`src/rtl/board_pkg.sv`:
```
// Shared board geometry, cell type, arbiter state encoding and the cell address helper.
package board_pkg;

    localparam int BOARD_W = 10;
    localparam int BOARD_H = 20;
    localparam int CELL_W  = 16;
    localparam int ADDR_W  = 8;
    localparam int ROW_W   = 5;
    localparam int COL_W   = 4;
    localparam int STEP_W  = $clog2(BOARD_W + 2);

    typedef logic [CELL_W-1:0] cell_t;

    typedef enum logic [1:0] {
        IDLE,
        DFETCH,
        GACC,
        CLR
    } state_t;

    function automatic logic [ADDR_W-1:0] cell_addr(input logic [ROW_W-1:0] row,
                                                    input logic [COL_W-1:0] col);
        return ADDR_W'(row) * ADDR_W'(BOARD_W) + ADDR_W'(col);
    endfunction

endpackage

```
`src/rtl/row_shadow_buffer.sv`:
```
// Column-indexed capture registers for one board row. A commit publishes the whole
// row to row_out at once, folding in any capture that lands on the same edge.
module row_shadow_buffer
    import board_pkg::*;
(
    input  logic                      Clk,
    input  logic                      reset,
    input  logic                      cap_en,
    input  logic [COL_W-1:0]          cap_col,
    input  logic [CELL_W-1:0]         cap_data,
    input  logic                      commit,
    output logic [BOARD_W*CELL_W-1:0] row_out
);

    cell_t shadow      [BOARD_W];
    cell_t shadow_next [BOARD_W];

    // NOTE: shadow_next gets a full default before the conditional write, so no path infers a latch.
    always_comb begin
        shadow_next = shadow;
        if (cap_en) shadow_next[cap_col] = cap_data;
    end

    // NOTE: the shadow array has no reset; every entry is rewritten during a fetch before a commit reads it.
    always_ff @(posedge Clk) begin
        shadow <= shadow_next;
    end

    // NOTE: registers use non-blocking assignments so every flop updates from pre-edge values.
    always_ff @(posedge Clk) begin
        if (!reset) begin
            row_out <= '0;
        end else if (commit) begin
            for (int c = 0; c < BOARD_W; c++) row_out[c*CELL_W +: CELL_W] <= shadow_next[c];
        end
    end

endmodule

```
`src/rtl/board_row_arbiter.sv`:
```
// Arbitrates the single-port board RAM between display row fetches (absolute priority)
// and game cell accesses. Define BOARD_ROW_CLEAR_EN to add the row-clear port and CLR state.
module board_row_arbiter
    import board_pkg::*;
(
    input  logic                      Clk,
    input  logic                      reset,
    input  logic                      disp_req,
    input  logic [ROW_W-1:0]          disp_row,
    output logic                      disp_busy,
    output logic                      disp_done,
    output logic [BOARD_W*CELL_W-1:0] row_out,
    input  logic                      game_req,
    input  logic                      game_we,
    input  logic [ROW_W-1:0]          game_row,
    input  logic [COL_W-1:0]          game_col,
    input  logic [CELL_W-1:0]         game_wdata,
    output logic                      game_gnt,
    output logic                      game_rvalid,
    output logic [CELL_W-1:0]         game_rdata,
    output logic [ADDR_W-1:0]         mem_addr,
    output logic                      mem_we,
    output logic [CELL_W-1:0]         mem_wdata,
`ifdef BOARD_ROW_CLEAR_EN
    input  logic                      clear_req,
    input  logic [ROW_W-1:0]          clear_row,
    output logic                      clear_done,
`endif
    input  logic [CELL_W-1:0]         mem_rdata
);

    state_t             state;
    logic               disp_pend;
    logic [ROW_W-1:0]   disp_pend_row;
    logic [ADDR_W-1:0]  fetch_base;
    logic [STEP_W-1:0]  step;
    logic               g_read, g_legal, g_wait;

    logic               disp_req_ok, disp_want, game_legal;
    logic [ROW_W-1:0]   disp_take_row;
    logic               cap_en, commit, arb_slot;
    logic [COL_W-1:0]   cap_col;

    assign disp_req_ok   = disp_req && (disp_row < ROW_W'(BOARD_H));
    assign disp_want     = disp_req_ok || disp_pend;
    assign disp_take_row = disp_req_ok ? disp_row : disp_pend_row;
    assign game_legal    = (game_row < ROW_W'(BOARD_H)) && (game_col < COL_W'(BOARD_W));

    // Read data for column k arrives two steps after it was issued.
    assign cap_en   = (state == DFETCH) && (step >= STEP_W'(2));
    assign cap_col  = COL_W'(step - STEP_W'(2));
    assign commit   = (state == DFETCH) && (step == STEP_W'(BOARD_W + 1));
    // The commit cycle doubles as an arbitration slot, so a waiting requester is served alongside disp_done.
    assign arb_slot = (state == IDLE) || commit;

`ifdef BOARD_ROW_CLEAR_EN
    logic             clr_pend, clr_req_ok, clr_want;
    logic [ROW_W-1:0] clr_pend_row, clr_take_row;

    assign clr_req_ok   = clear_req && (clear_row < ROW_W'(BOARD_H));
    assign clr_want     = clr_req_ok || clr_pend;
    assign clr_take_row = clr_req_ok ? clear_row : clr_pend_row;
`endif

    row_shadow_buffer u_shadow (
        .Clk      (Clk),
        .reset    (reset),
        .cap_en   (cap_en),
        .cap_col  (cap_col),
        .cap_data (mem_rdata),
        .commit   (commit),
        .row_out  (row_out)
    );

    always_ff @(posedge Clk) begin
        if (!reset) begin
            state         <= IDLE;
            disp_pend     <= 1'b0;
            disp_pend_row <= '0;
            fetch_base    <= '0;
            step          <= '0;
            g_read        <= 1'b0;
            g_legal       <= 1'b0;
            g_wait        <= 1'b0;
            disp_busy     <= 1'b0;
            disp_done     <= 1'b0;
            game_gnt      <= 1'b0;
            game_rvalid   <= 1'b0;
            game_rdata    <= '0;
            mem_addr      <= '0;
            mem_we        <= 1'b0;
            mem_wdata     <= '0;
`ifdef BOARD_ROW_CLEAR_EN
            clr_pend      <= 1'b0;
            clr_pend_row  <= '0;
            clear_done    <= 1'b0;
`endif
        end else begin
            disp_done   <= 1'b0;
            game_gnt    <= 1'b0;
            game_rvalid <= 1'b0;
            mem_we      <= 1'b0;
            if (disp_req_ok) begin
                disp_pend     <= 1'b1;
                disp_pend_row <= disp_row;
            end
`ifdef BOARD_ROW_CLEAR_EN
            clear_done <= 1'b0;
            if (clr_req_ok) begin
                clr_pend     <= 1'b1;
                clr_pend_row <= clear_row;
            end
`endif

            case (state)
                DFETCH: begin
                    if (step < STEP_W'(BOARD_W)) mem_addr <= fetch_base + ADDR_W'(step);
                    step <= step + STEP_W'(1);
                    if (commit) begin
                        state     <= IDLE;
                        disp_busy <= 1'b0;
                        disp_done <= 1'b1;
                    end
                end
                GACC: begin
                    if (!g_read) begin
                        state <= IDLE;
                    end else if (g_wait) begin
                        g_wait <= 1'b0;
                    end else begin
                        game_rdata  <= g_legal ? mem_rdata : '0;
                        game_rvalid <= 1'b1;
                        state       <= IDLE;
                    end
                end
`ifdef BOARD_ROW_CLEAR_EN
                CLR: begin
                    if (step < STEP_W'(BOARD_W)) begin
                        mem_addr  <= fetch_base + ADDR_W'(step);
                        mem_we    <= 1'b1;
                        mem_wdata <= '0;
                        step      <= step + STEP_W'(1);
                    end else begin
                        clear_done <= 1'b1;
                        state      <= IDLE;
                    end
                end
`endif
                default: state <= IDLE;
            endcase

            if (arb_slot) begin
                if (disp_want) begin
                    state      <= DFETCH;
                    disp_pend  <= 1'b0;
                    disp_busy  <= 1'b1;
                    fetch_base <= cell_addr(disp_take_row, '0);
                    mem_addr   <= cell_addr(disp_take_row, '0);
                    step       <= STEP_W'(1);
                end
`ifdef BOARD_ROW_CLEAR_EN
                else if (clr_want) begin
                    state      <= CLR;
                    clr_pend   <= 1'b0;
                    fetch_base <= cell_addr(clr_take_row, '0);
                    mem_addr   <= cell_addr(clr_take_row, '0);
                    mem_we     <= 1'b1;
                    mem_wdata  <= '0;
                    step       <= STEP_W'(1);
                end
`endif
                else if (game_req) begin
                    state     <= GACC;
                    game_gnt  <= 1'b1;
                    mem_addr  <= game_legal ? cell_addr(game_row, game_col) : '0;
                    mem_we    <= game_we && game_legal;
                    mem_wdata <= game_wdata;
                    g_read    <= !game_we;
                    g_legal   <= game_legal;
                    g_wait    <= 1'b1;
                end
            end
        end
    end

endmodule

```
`config.mk`:
```
export PLATFORM = sky130hd
export DESIGN_NAME = board_row_arbiter
export DESIGN_NICKNAME = d
export VERILOG_FILES = /design/src/rtl/board_pkg.sv /design/src/rtl/row_shadow_buffer.sv /design/src/rtl/board_row_arbiter.sv
export SDC_FILE = /design/constraint.sdc
export NUM_CORES = 1
export LEC_CHECK = 0
export ABC_AREA = 0
export BUFFER_PORTS_ARGS = -buffer_cell sky130_fd_sc_hd__buf_2
export CORE_MARGIN = 2
export CORE_UTILIZATION = 35
export CTS_CLUSTER_DIAMETER = 120
export DETAILED_ROUTE_END_ITERATION = 12
export PLACE_DENSITY = 0.58
export SLEW_MARGIN = 10
export SYNTH_ARGS = -nofsm -noshare
export SYNTH_HDL_FRONTEND = slang
export SYNTH_HIERARCHICAL = 1
export SYNTH_SLANG_ARGS = --single-unit
```
`constraint.sdc`:
```
create_clock -name Clk -period 4.8 [get_ports Clk]
set_clock_uncertainty 0.05 [all_clocks]
set_input_delay 0.96 -clock Clk [delete_from_list [all_inputs] [get_ports Clk]]
set_output_delay 0.96 -clock Clk [all_outputs]
set_load 0.1 [all_outputs]
```
==> results by group <==
Global routing
  • Vias in the first global route: 11973
  • GR Overflow Total: 0
  • Antenna violations before repair: 0
  • Largest net degree at the start of global routing: 146
  • First-pass GRT wire length: around 71000 um
  • Tot GR Track Use: between 20% and 30%

Synth
  • Cells after synthesis: 1632
  • Syn Nets: 1711
  • Post-synth top area cell: dfxtp_1
  • Post-synth top cells: dfxtp_1 (387), o21ai_0 (284), nand2_1 (218), nand3_1 (165), a31oi_1 (162)
  • Mean area per synthesized cell: between 8 and 9 um2
  • Top-count cell post-synth: dfxtp_1
  • Area fraction of the dominant cell type after synthesis: 53.2%
  • Top FF cell, synth: dfxtp_1
  • Mapped cell area: between 10000 and 15000 um2
  • #FFs+latches synth: 387
  • Area contributors post-synth: dfxtp_1 (53%), o21ai_0 (9.8%), a31oi_1 (7.0%), nand3_1 (5.7%), nand2_1 (5.6%)
  • Unique masters post-synth: 61
  • Seq/Total Area, Yosys: 53.2%
  • Share of flip-flops with an asynchronous set or reset: 0%
  • Synth warnings: 6
  • Number of flops mapped to enable cells by yosys: 0

STA
  • Sum Neg Setup Slack: 0 ps
  • Final Setup Violations: 0
  • Crit path time final: 3240 ps
  • Final max-slew violation count: 0
  • Pin slew with the least headroom to its limit: between 1000 and 1500 ps
  • Final Hold Viols: 0
  • Fin Hold WS: around 400 ps
  • Crit share post-route: between 60 and 70%
  • RSZ-0062 raised after global routing: false
  • Slew margin rel.: between 20% and 30%
  • Max Clk Rate: ~0.31 GHz

Die
  • Std-Cell Core Area: approximately 41000 um2
  • Starting density of the core: a little over a third
  • Rows: between 70 and 80
  • Die Area: ~43000 um2
  • I/O Pins: about 260
  • DIE WIDTH: 208 um
  • Die Y: about 210 um

Status
  • Outcome: finished, final reports clean

CTS
  • Root buf cell: clkbuf_16
  • Worst-path clk slew: roughly 60 ps
  • Setup bufs post-CTS: 0
  • Cts bufs inserted: 42
  • Worst skew pair latency: 560 ps
  • CTS max path bufs: 3
  • CTS tree: built
  • Post-CTS resize count: 0
  • CTS H-tree lvls: 2
  • CTS Hold Bufs: 0
  • CTS sink cnt: 387

Pwr
  • Pwr/cell area: a little under 400 nW/um2
  • Power Total: between 6000 and 7000 uW
  • Worst IR drop on VDD: ~0.00025 V
  • P_leak: just under 0.007 uW

Critical path
  • Crit path capture type: flop
  • CP Cell Sequence: inv_1 -> ha_1 -> xor2_1 -> or2_2 -> buf_4 -> o21ai_1 -> a31oi_1
  • Crit-path max cell delay: around 930 ps
  • Worst path required time: ~5200 ps
  • Crit path max fanout: 51
  • Worst path buffer plus inverter count: 2
  • R2R cell count: 7
  • Crit path max-delay cell type: or2_2
  • Crit-path leading delay family: simple AND/OR/NAND/NOR gates
  • R2R Path End: u_shadow/row_out[3]$_SDFFE_PN0P_
  • CP Data Arrival Time: approximately 3700 ps
  • Startpoint Class: flop
  • Critical R2R Launch: step[1]$_SDFF_PN0_
  • WS Path Type: flop to flop
  • R2R setup slack: approximately 1600 ps

Flow run
  • Max_cap viols: 0

Layout
  • Nets: between 1500 and 2000
  • Layout cells sized above 1: a little over a fifth
  • # diodes: 0
  • Layout area overhead: 18.6%

Drt
  • ANT nets after route: 0
  • Via count of the routed design: between 10000 and 15000
  • Residual DRC count: 0
  • Via/cell ratio: ~5.4
  • Initial detailed-routing violation count: about 990
  • DRT Wirelength: about 47000 um
  • Routed length per placed instance: 19.8 um
  • Pre-antenna DRT Iters: 5

Worst hold path
  • Hold Path Class: flop to flop
  • Worst Hold End: u_shadow/shadow[134]$_DFF_P_
  • Worst hold path depth: 2
  • HP Start: u_shadow/shadow[134]$_DFF_P_

Placed design
  • Placer congestion estimate: approximately 0.83
  • Hpwl dp: around 28000 um
  • Buffers on Ports: approximately 260
[tightest hold or removal path, stage by stage, from the launching register on]
cell and delay [ps]:
dfxtp_1 300, o21ai_2 50, nand2_1 50
[cell families (layout without fill, tap and decap cells)]
family	after synthesis	in the layout	synth area share, %
AND/OR/NAND/NOR	449	449	14.0
AO/OA/AOI/OAI	573	573	23.2
flip-flops	387	387	53.2
multiplexers	5	5	0.378
buffers and inverters	174	368	5.57
adder cells (fa/ha/maj)	28	28	2.61
XOR/XNOR	16	16	1.06
[registers in the layout (all words and copies together) (netlist names), 2 cells and up]
| register | flops |
|---|---|
| u_shadow/row_out | 160 |
| u_shadow/shadow | 160 |
| game_rdata | 16 |
| mem_wdata | 16 |
| mem_addr | 8 |
| fetch_base | 7 |
| disp_pend_row | 5 |
| step | 4 |
| state | 2 |
[layer usage]
metal / vias to the layer above / GRT usage, % / share of wire [%] / routed length (um)
li1: 6150 / - / - / -
met1: 6059 / 28.3 / 46 / 21400
met2: 431 / 32.5 / 45 / 21100
met3: 80 / 4.44 / 6.6 / 3070
met4: 0 / 7.26 / 2.6 / 1230
met5: - / 0 / 0 / 0
[cell type report]
type / instances / area (um2)
multi-input cells: 1071 / 6030
well taps: 532 / 666
fillers: 4063 / 23600
clock inverters: 3 / 18.8
flip-flops and latches: 387 / 7750
repair buffers: 276 / 1470
clock buffers: 67 / 1260
inverters: 22 / 90.1
[worst max path at each step]
stage	from	end	slack, ps	cells past startpoint
after global routing	step[1]$_SDFF_PN0_	u_shadow/row_out[3]$_SDFFE_PN0P_	1300	7
after CTS	step[1]$_SDFF_PN0_	u_shadow/row_out[3]$_SDFFE_PN0P_	1550	7
after floorplan	disp_row[3]	mem_addr[5]$_SDFF_PN0_	1640	10
final	step[1]$_SDFF_PN0_	u_shadow/row_out[3]$_SDFFE_PN0P_	1560	7
after detailed placement	disp_row[3]	mem_addr[5]$_SDFF_PN0_	1270	11
after global placement	disp_row[3]	mem_addr[5]$_SDFF_PN0_	1350	11
[layout by cell type (no fill, tap or decap), drive strengths merged, types with 2 or more instances in the layout]
master / synthesis / final
a211oi: 8 / 8
a21o: 3 / 3
a21oi: 34 / 34
a22o: 17 / 17
a31oi: 162 / 162
and2: 4 / 4
and3: 2 / 2
and3b: 2 / 2
buf: 65 / 276
clkbuf: 87 / 67
clkinv: 0 / 2
dfxtp: 387 / 387
fa: 4 / 4
ha: 24 / 24
inv: 22 / 23
mux2i: 4 / 4
nand2: 220 / 220
nand3: 165 / 165
nand3b: 3 / 3
nor2: 31 / 31
nor2b: 6 / 6
nor3: 4 / 4
nor3b: 3 / 3
nor4: 2 / 2
o21a: 6 / 6
o21ai: 329 / 329
o22ai: 3 / 3
o31a: 2 / 2
xnor2: 10 / 10
xor2: 5 / 5
[power breakdown]
group / leakage, uW / total (uW) / switching, uW / internal [uW]
registers: 0.00313 / 3270 / 23.1 / 3250
clock network: 0.000625 / 3060 / 1280 / 1780
logic: 0.00309 / 490 / 377 / 113
[per-stage QoR]
step                std cells  area (um2)  setup WS (ps)  util, %
floorplan                1632       14600           1640        -
global placement         2287       16000           1350     39.1
detailed placement       2287       16000           1270     39.1
CTS                      2357       17300           1550     42.2
global route             2358       17300           1300     42.2
finish                   2358       17300           1560     42.2
No activity file was read; power rests on OpenSTA's default activity.
